<file path="config.mk">
export PLATFORM = sky130hd
export DESIGN_NAME = matrix_scan_ctrl
export DESIGN_NICKNAME = d
export VERILOG_FILES = /design/src/rtl/matrix_scan_ctrl.sv
export SDC_FILE = /design/constraint.sdc
export NUM_CORES = 1
export LEC_CHECK = 0
export ABC_AREA = 0
export CORE_MARGIN = 3
export CORE_UTILIZATION = 52
export CTS_BUF_LIST = sky130_fd_sc_hd__clkbuf_4 sky130_fd_sc_hd__clkbuf_8
export DETAILED_ROUTE_END_ITERATION = 6
export PLACE_DENSITY = 0.89
export SKIP_LAST_GASP = 1
export SLEW_MARGIN = 10
export SYNTH_ARGS = -nofsm -noshare
export SYNTH_HDL_FRONTEND = slang
export SYNTH_SLANG_ARGS = --single-unit
</file>
<file path="constraint.sdc">
create_clock -name clk -period 1.7 [get_ports clk]
set_input_delay 0.34 -clock clk [delete_from_list [all_inputs] [get_ports clk]]
set_output_delay 0.34 -clock clk [all_outputs]
set_load 0.005 [all_outputs]
</file>
<file path="src/rtl/matrix_scan_ctrl.sv">
// Row-scan controller for an 8-row LED matrix: prescaled row stepping, inter-frame
// blanking, frame-aligned direction capture and a slow mouth open/closed toggle.
module matrix_scan_ctrl #(
  parameter int SCAN_DIV     = 2500,
  parameter int BLANK_TICKS  = 1,
  parameter int MOUTH_FRAMES = 25
) (
  input  logic       clk,
  input  logic       rst_n,
  input  logic       enable,
  input  logic [1:0] dir_in,
  input  logic       dir_valid,
  output logic       dir_ack,
  output logic [1:0] dir_cur,
  output logic [2:0] row_idx,
  output logic [7:0] row_sel,
  output logic       blank,
  output logic       scan_tick,
  output logic       frame_done,
  output logic       mouth_state
);

  localparam int PW = $clog2(SCAN_DIV);
  localparam int BW = (BLANK_TICKS > 1) ? $clog2(BLANK_TICKS) : 1;
  localparam int FW = (MOUTH_FRAMES > 1) ? $clog2(MOUTH_FRAMES) : 1;

  localparam logic [PW-1:0] PRE_LAST   = PW'(SCAN_DIV - 1);
  localparam logic [BW-1:0] BLANK_LAST = BW'((BLANK_TICKS > 0) ? BLANK_TICKS - 1 : 0);
  localparam logic [FW-1:0] FRAME_LAST = FW'(MOUTH_FRAMES - 1);
  localparam logic [7:0]    ROWS_OFF   = 8'hFF;
  localparam logic [7:0]    ROW0_ON    = 8'h7F;

  typedef enum logic [1:0] {
    ST_HOLD  = 2'd0,
    ST_SCAN  = 2'd1,
    ST_BLANK = 2'd2
  } state_t;

  state_t        r_state;
  logic [PW-1:0] r_pre;
  logic [BW-1:0] r_blank_cnt;
  logic [FW-1:0] r_frame_cnt;
  logic [2:0]    r_row_idx;
  logic [7:0]    r_row_sel;
  logic          r_blank;
  logic          r_scan_tick;
  logic          r_frame_done;
  logic          r_dir_ack;
  logic [1:0]    r_dir_cur;
  logic          r_mouth;

  logic          w_wrap;
  logic          w_frame_end;
  logic          w_capture;
  logic [PW-1:0] w_pre_inc;
  logic [2:0]    w_row_inc;
  logic [7:0]    w_dec_next;

  assign w_wrap      = (r_pre == PRE_LAST);
  assign w_pre_inc   = r_pre + 1'b1;
  assign w_row_inc   = r_row_idx + 3'd1;
  assign w_frame_end = enable && (r_state == ST_SCAN) && w_wrap && (r_row_idx == 3'd7);
  // Direction only changes at a frame boundary or while the display is parked.
  assign w_capture   = dir_valid && !r_dir_ack && ((r_state == ST_HOLD) || w_frame_end);

  // Active-low one-cold decode of the next row; row 0 drives the MSB low.
  generate
    for (genvar gi = 0; gi < 8; gi++) begin : g_row_dec
      assign w_dec_next[gi] = (w_row_inc != 3'(7 - gi));
    end
  endgenerate

  always_ff @(posedge clk or negedge rst_n) begin
    if (!rst_n) begin
      r_state      <= ST_HOLD;
      r_pre        <= '0;
      r_blank_cnt  <= '0;
      r_frame_cnt  <= '0;
      r_row_idx    <= 3'd0;
      r_row_sel    <= ROWS_OFF;
      r_blank      <= 1'b1;
      r_scan_tick  <= 1'b0;
      r_frame_done <= 1'b0;
      r_dir_ack    <= 1'b0;
      r_dir_cur    <= 2'd0;
      r_mouth      <= 1'b0;
    end else begin
      r_scan_tick  <= 1'b0;
      r_frame_done <= 1'b0;
      r_dir_ack    <= 1'b0;

      if (w_capture) begin
        r_dir_cur <= dir_in;
        r_dir_ack <= 1'b1;
      end

      if (!enable) begin
        // Parking keeps direction, mouth phase and frame count intact.
        r_state     <= ST_HOLD;
        r_pre       <= '0;
        r_blank_cnt <= '0;
        r_row_idx   <= 3'd0;
        r_row_sel   <= ROWS_OFF;
        r_blank     <= 1'b1;
      end else begin
        case (r_state)
          ST_HOLD: begin
            r_state   <= ST_SCAN;
            r_pre     <= '0;
            r_row_idx <= 3'd0;
            r_row_sel <= ROW0_ON;
            r_blank   <= 1'b0;
          end

          ST_SCAN: begin
            r_pre <= w_wrap ? '0 : w_pre_inc;
            if (w_wrap) begin
              r_scan_tick <= 1'b1;
              if (r_row_idx == 3'd7) begin
                r_frame_done <= 1'b1;
                r_row_idx    <= 3'd0;
                if (r_frame_cnt == FRAME_LAST) begin
                  r_frame_cnt <= '0;
                  r_mouth     <= ~r_mouth;
                end else begin
                  r_frame_cnt <= r_frame_cnt + 1'b1;
                end
                if (BLANK_TICKS > 0) begin
                  r_state     <= ST_BLANK;
                  r_blank_cnt <= '0;
                  r_row_sel   <= ROWS_OFF;
                  r_blank     <= 1'b1;
                end else begin
                  r_row_sel <= ROW0_ON;
                end
              end else begin
                r_row_idx <= w_row_inc;
                r_row_sel <= w_dec_next;
              end
            end
          end

          ST_BLANK: begin
            r_pre <= w_wrap ? '0 : w_pre_inc;
            if (w_wrap) begin
              r_scan_tick <= 1'b1;
              if (r_blank_cnt == BLANK_LAST) begin
                r_state   <= ST_SCAN;
                r_row_idx <= 3'd0;
                r_row_sel <= ROW0_ON;
                r_blank   <= 1'b0;
              end else begin
                r_blank_cnt <= r_blank_cnt + 1'b1;
              end
            end
          end

          default: begin
            r_state   <= ST_HOLD;
            r_pre     <= '0;
            r_row_idx <= 3'd0;
            r_row_sel <= ROWS_OFF;
            r_blank   <= 1'b1;
          end
        endcase
      end
    end
  end

  assign dir_ack     = r_dir_ack;
  assign dir_cur     = r_dir_cur;
  assign row_idx     = r_row_idx;
  assign row_sel     = r_row_sel;
  assign blank       = r_blank;
  assign scan_tick   = r_scan_tick;
  assign frame_done  = r_frame_done;
  assign mouth_state = r_mouth;

endmodule

</file>
Yosys cells after proc, flatten, opt, wreduce, memory -nomap -nowiden

Index checks and enable logic that the tools add are counted.
W data, S select, Z words.

Word-level logic and storage cells: 91
Output and inout bits: 18
Register bits after elaboration: 38

Multiplexer cells: 42
Reduce and logical (&&, ||, !) cells: 15
Eq/ne operators: 17
Add/subtract/negate cells: 4
Bitwise operators: 1

Operators with widths:

| cell                    | count |
|---|---|
| $mux W8                 | 5 |
| $mux W12                | 3 |
| $pmux W8 S3             | 1 |
| $ne A3 B3 Y1 const B    | 7 |
| $mux W1                 | 18 |
| $mux W3                 | 5 |
| $add A12 B1 Y12 const B | 1 |
| $eq A12 B12 Y1 const B  | 1 |
| $reduce_and A4 Y1       | 3 |
| $mux W2                 | 5 |
| $ne A3 B2 Y1 const B    | 3 |
| $ne A3 B1 Y1 const B    | 2 |
| $pmux W2 S3             | 1 |
| $pmux W3 S2             | 1 |
| $add A5 B1 Y5 const B   | 1 |
| $eq A5 B5 Y1 const B    | 1 |
| $logic_and A1 B1 Y1     | 5 |
| $mux W5                 | 1 |
| $reduce_and A5 Y1       | 1 |
| $add A3 B1 Y3 const B   | 1 |
| $eq A3 B3 Y1 const B    | 1 |
| $pmux W1 S3             | 1 |
| $reduce_and A3 Y1       | 1 |
| $reduce_bool A3 Y1      | 1 |
| 9 further kinds         | 9 |

Longest topological paths before layout

Gate-level depths: netlist of the first run.

Depth in word-level cells: 7
Gate-level depth with buffers: 7
Mapped depth without buffers: 6

Worst setup path after synthesis of the first run

Ideal clock, no wire load.

Path type: reg2reg
Start point: register r_row_idx[0] (netlist: row_idx[0])
End point: register r_dir_cur[0] (netlist: dir_cur[0])
Cell stages (with the launch flop): 7
Period minus slack after synthesis: 1.784 ns
Setup slack: -0.084 ns
Data required time: 1.575 ns
Setup time: 0.125 ns
Arrival: 1.659 ns
Path buffers: 1
Cells stage by stage: dfrtp_1 -> ha_1 -> and4_4 -> and4_4 -> buf_6 -> o211a_4 -> mux2_4

Longest elaborated chain between the ends: 4

Ends and longest elaborated chain:

| what                   | line | source |
|---|---|---|
| start, declared        | 43   | `logic [2:0] r_row_idx;` |
| start signal, assigned | 137  | `r_row_idx <= w_row_inc;` |
| $eq A3 B3 Y1           | 62   | `assign w_frame_end = enable && (r_state == ST_SCAN) && w_wrap && (r_row_idx == 3'd7);` |
| $logic_and A1 B1 Y1    | 62   |  |
| $logic_or A1 B1 Y1     | 64   | `assign w_capture = dir_valid && !r_dir_ack && ((r_state == ST_HOLD) \|\| w_frame_end);` |
| $logic_and A1 B1 Y1    | 64   |  |
| named net w_capture    | 54   | `logic w_capture;` |
| end signal, assigned   | 93   | `r_dir_cur <= dir_in;` |
| end, declared          | 49   | `logic [1:0] r_dir_cur;` |

The timed path passes the listed nets, and every way through them passes these cells.
A chain may end at the register's enable or synchronous reset.

Worst setup path after layout of the first run

Start point: register r_state[1]
End point: register r_dir_cur[0] (netlist: dir_cur[0])

Longest elaborated chain between the ends: 6
Elaborated cells between the ends (all ways): 7
Classes of those cells: 1 x eq/ne; 6 x reduce/logical

Ends and longest elaborated chain:

| what                              | line | source |
|---|---|---|
| start, declared                   | 39   | `state_t r_state;` |
| start signal, assigned            | 75   | `r_state <= ST_HOLD;` |
| start signal, assigned            | 99   | `r_state <= ST_HOLD;` |
| start signal, assigned            | 108  | `r_state <= ST_SCAN;` |
| $eq A2 B1 Y1                      | 62   |  |
| $logic_and A1 B1 Y1 (3 in series) | 62   |  |
| $logic_or A1 B1 Y1 (*)            | 64   |  |
| $logic_and A1 B1 Y1 (*)           | 64   |  |
| named net w_capture               | 54   |  |

The timed path passes the listed nets; every way through them passes the cells marked *.

==> results of run 1 <==
layout by cell type, fill, tap and decap left out, types with 2 or more instances in the layout:
| cell | Yosys | final |
|---|---|---|
| nand3b_1 | 2 | 2 |
| nor2b_1 | 2 | 2 |
| xnor2_1 | 11 | 11 |
| nand3_1 | 8 | 8 |
| ha_4 | 0 | 2 |
| buf_6 | 2 | 2 |
| nor4_1 | 4 | 4 |
| nand2_1 | 18 | 18 |
| ha_2 | 0 | 2 |
| a31oi_1 | 9 | 9 |
| nor3_1 | 3 | 3 |
| mux2_2 | 3 | 3 |
| nand4_1 | 6 | 6 |
| dfrtp_1 | 28 | 27 |
| dfstp_2 | 9 | 9 |
| ha_1 | 12 | 8 |
| mux2_4 | 2 | 2 |
| clkbuf_8 | 0 | 7 |
| nor2_1 | 25 | 25 |
| buf_4 | 0 | 22 |
| clkdlybuf4s50_1 | 0 | 22 |
| inv_1 | 10 | 9 |
| and4_4 | 2 | 2 |
| xor2_1 | 2 | 2 |
| o21ai_0 | 16 | 15 |
timing repair:
action                     4_1_cts  5_1_grt
gates resized for setup          2       12
pin swaps                        0        5
buffers inserted                 0        3
hold endpoints to repair         0        0
setup endpoints to repair        3       20
cloned                           0        0
where the power goes:
part	switching, uW	total [uW]	internal [uW]
Combinational	424	923	499
Clock	290	656	366
Sequential	96.1	1170	1070
Total	810	2750	1940
stage by stage:
step	hold slack, ns	instances	setup WS, ns	TNS [ns]	power, uW
finish	0.422	289	0.00107	0	2750
global route	0.454	289	-0.0463	-0.162	2920
CTS	0.423	286	0.0130	0	2710
detailed placement	0.472	278	-0.193	-2.61	2050
global placement	0.461	278	-0.148	-1.07	1990
floorplan	0.0444	193	-0.0636	-0.127	1600
layer usage:
layer | up-vias | routed length, microns
met3 | 12 | 189
met1 | 800 | 1850
li1 | 773 | -
met5 | - | 0
met4 | 0 | 91
met2 | 45 | 2220
critical path, delay by kind of cell (launching register included):
kind,cells,cell delay [ns]
buffers and inverters,1,0.09
AOI/OAI and AO/OA,1,0.19
muxes,1,0.30
DFF,1,0.42
and+or+nand+nor,2,0.45
adders and majority gates,1,0.13
final cells by class:
type | count | area, sq um | area share (%)
clock buffers | 7 | 96.3 | 3.77
clock inverters | 1 | 5.00 | 0.196
inverters | 10 | 37.5 | 1.47
multi-input cells | 139 | 963 | 37.7
flip-flops and latches | 37 | 938 | 36.7
well taps | 46 | 57.6 | 2.25
repair buffers | 49 | 455 | 17.8
registers in the layout (all words and copies together), names as in the netlist:
name         cells
r_pre           12
row_sel          8
r_frame_cnt      5
row_idx          3
dir_cur          2
r_state          2
blank            1
dir_ack          1
frame_done       1
mouth_state      1
scan_tick        1
final timing paths:
check                           depth (start not counted)  slack, ns                      end               startpoint
worst min register to register                          1       0.48  mouth_state$_DFFE_PN0P_  mouth_state$_DFFE_PN0P_
min in group clk                                        1       0.48  mouth_state$_DFFE_PN0P_  mouth_state$_DFFE_PN0P_
worst max register to register                          6      0.001   dir_cur[0]$_DFFE_PN0P_   r_state[1]$_DFFE_PN0P_
worst min-delay path                                    2       0.42        dir_ack$_DFF_PN0_                    rst_n
worst max-delay path                                    6      0.001   dir_cur[0]$_DFFE_PN0P_   r_state[1]$_DFFE_PN0P_
max in group asynchronous                               2       1.03   row_sel[6]$_DFFE_PN1P_                    rst_n
kinds of logic after synthesis:
kind of cell               synth area share [%]
xor gates and xnor gates                   5.86
buffers and inverters                      4.31
muxes                                      3.28
and+or+nand+nor                            20.8
adders and majority gates                  7.73
DFF                                        48.2
AOI/OAI and AO/OA                          9.79
==> reports/qor.json, run 1 <==
{
  "outcome": {
    "outcome": "finished, final reports clean"
  },
  "timing": {
    "worst_slew_pin_slew_ns": 0.408,
    "finalCriticalPeriod_ns": 1.70,
    "maxSlewViolCount": 0,
    "timing.max_slew.rel_slack_pct": 72.5,
    "timing.fmax_ghz": 0.589,
    "timing.final.crit_share_pct": 99.9,
    "unrepaired_setup_endpoints_after_global_routing": "yes",
    "setup_violations": 0,
    "finalHoldViolCount": 0,
    "final.setup_skew_ns": 0.00668
  },
  "worst_setup_path": {
    "worstPathMaxFanout": 3,
    "required_ns": 1.87,
    "cp-start-kind": "flip-flop",
    "worstPathArrival_ns": 1.87,
    "highest_delay_cell_along_the_critical_path": "dfrtp_1",
    "list_of_cells_traversed_by_the_critical_path": "inv_2 > ha_4 > and4_4 > and4_4 > o211a_4 > mux2_4",
    "worst_path_most_repeated_cell": "and4_4",
    "timing.critical_path.to_type": "flip-flop",
    "critical-path-max-stage-delay_ns": 0.42,
    "crit_type": "reg -> reg"
  },
  "cts": {
    "clk_pin_slew_worst_paths_ns": 0.07,
    "ctsLongestPathBuffers": 2,
    "htree_levels": 2,
    "clk_root_buffer_cell": "clkbuf_8",
    "cts.sinks": 37,
    "clkLatencyLatePin_ns": 0.28,
    "cts_tree": "done",
    "holdBufCountCts": 0,
    "cts_made_buffers": 5
  },
  "synth": {
    "yosys.cell_count.top_type": "dfrtp_1",
    "syn-num-nets": 211,
    "synth_area_leaders": "dfrtp_1 (36%), dfstp_2 (12%), ha_1 (7.7%)",
    "yosysTopAreaCell": "dfrtp_1",
    "synth-seq-cells": 37,
    "ys.warnings.count": 0,
    "synth_seq_area_share_pct": 48.2,
    "syn-cell-area_sq_um": 1940,
    "synthesis.instances": 193,
    "ys.flop_type": "dfrtp_1",
    "postSynth.asyncResetShare_pct": 100,
    "synth.avg_cell_area_sq_um": 10.1,
    "synth_cell_type_count": 36,
    "synth_enable_flop_cells": 0,
    "synth.top_cells.by_count": "dfrtp_1 (28), nor2_1 (25), nand2_1 (18)",
    "synth_top_area_share_pct": 36.1
  },
  "routing": {
    "drt-total-wl_microns": 4350,
    "detail_route.drc_violations": 0,
    "via_density_per_instance": 5.64,
    "detailedRoute.firstPassIterationCount": 4,
    "detailroute.via_count": 1630,
    "routed_wire_length_per_instance_microns": 15.1,
    "initialDrtViolationCount": 71,
    "residual_antenna_violating_net_count_after_detailed_routing": 0
  },
  "global_route": {
    "antenna_violations_before_repair": 0,
    "global_route.peak_usage_layer": "met2",
    "met3_resource_use_gr_pct": 4.66,
    "via_count_of_the_first_global_routing_pass": 1534,
    "total_global_routing_overflow": 0,
    "track_usage_pct": 20.6,
    "grtUsageMet2_pct": 35.0,
    "global_route_wire_length_before_repair_microns": 6950,
    "use_met1_pct": 26.5,
    "grt_max_degree": 38
  },
  "floorplanning": {
    "dieArea_sq_um": 4510,
    "initial_utilization_pct": 56.0,
    "floorplan.rows": 21,
    "floorplan.die.width_microns": 67.1,
    "core_area_sq_um": 3470,
    "vert_die_dim_microns": 67.1,
    "design.portCount": 24
  },
  "cells_and_area": {
    "final_net_count": 260,
    "share_of_layout_cells_above_drive_strength_1_pct": 26.3,
    "fillerInstances": 237,
    "number_of_antenna_diodes": 0,
    "layout.cell_area.non_filler_sq_um": 2550,
    "finish.utilization_pct": 73.6,
    "flow.area_growth_from_synthesis_pct": 31.4
  },
  "power": {
    "power_leakage_uw": 0.00108,
    "power_density_nw_per_um2": 1080,
    "ir_worst_vdd_v": 0.000735
  },
  "worst_hold_path": {
    "hold_path_class": "in -> async"
  },
  "place": {
    "numPortBuffers": 23,
    "gp_routability_congestion": 0.888,
    "dp.final_hpwl_microns": 2970,
    "placedInstanceArea_sq_um": 2380
  },
  "run": {
    "drv.max_cap_violation_count": 0
  }
}
Note: power is estimated with default switching activity, not from simulation.
==> inputs of run 2 (changes only) <==
SLEW_MARGIN = 20   (was 10)
==> results of run 2 <==
Same layout as run 1: the final DEF is identical, and so are final timing and power.
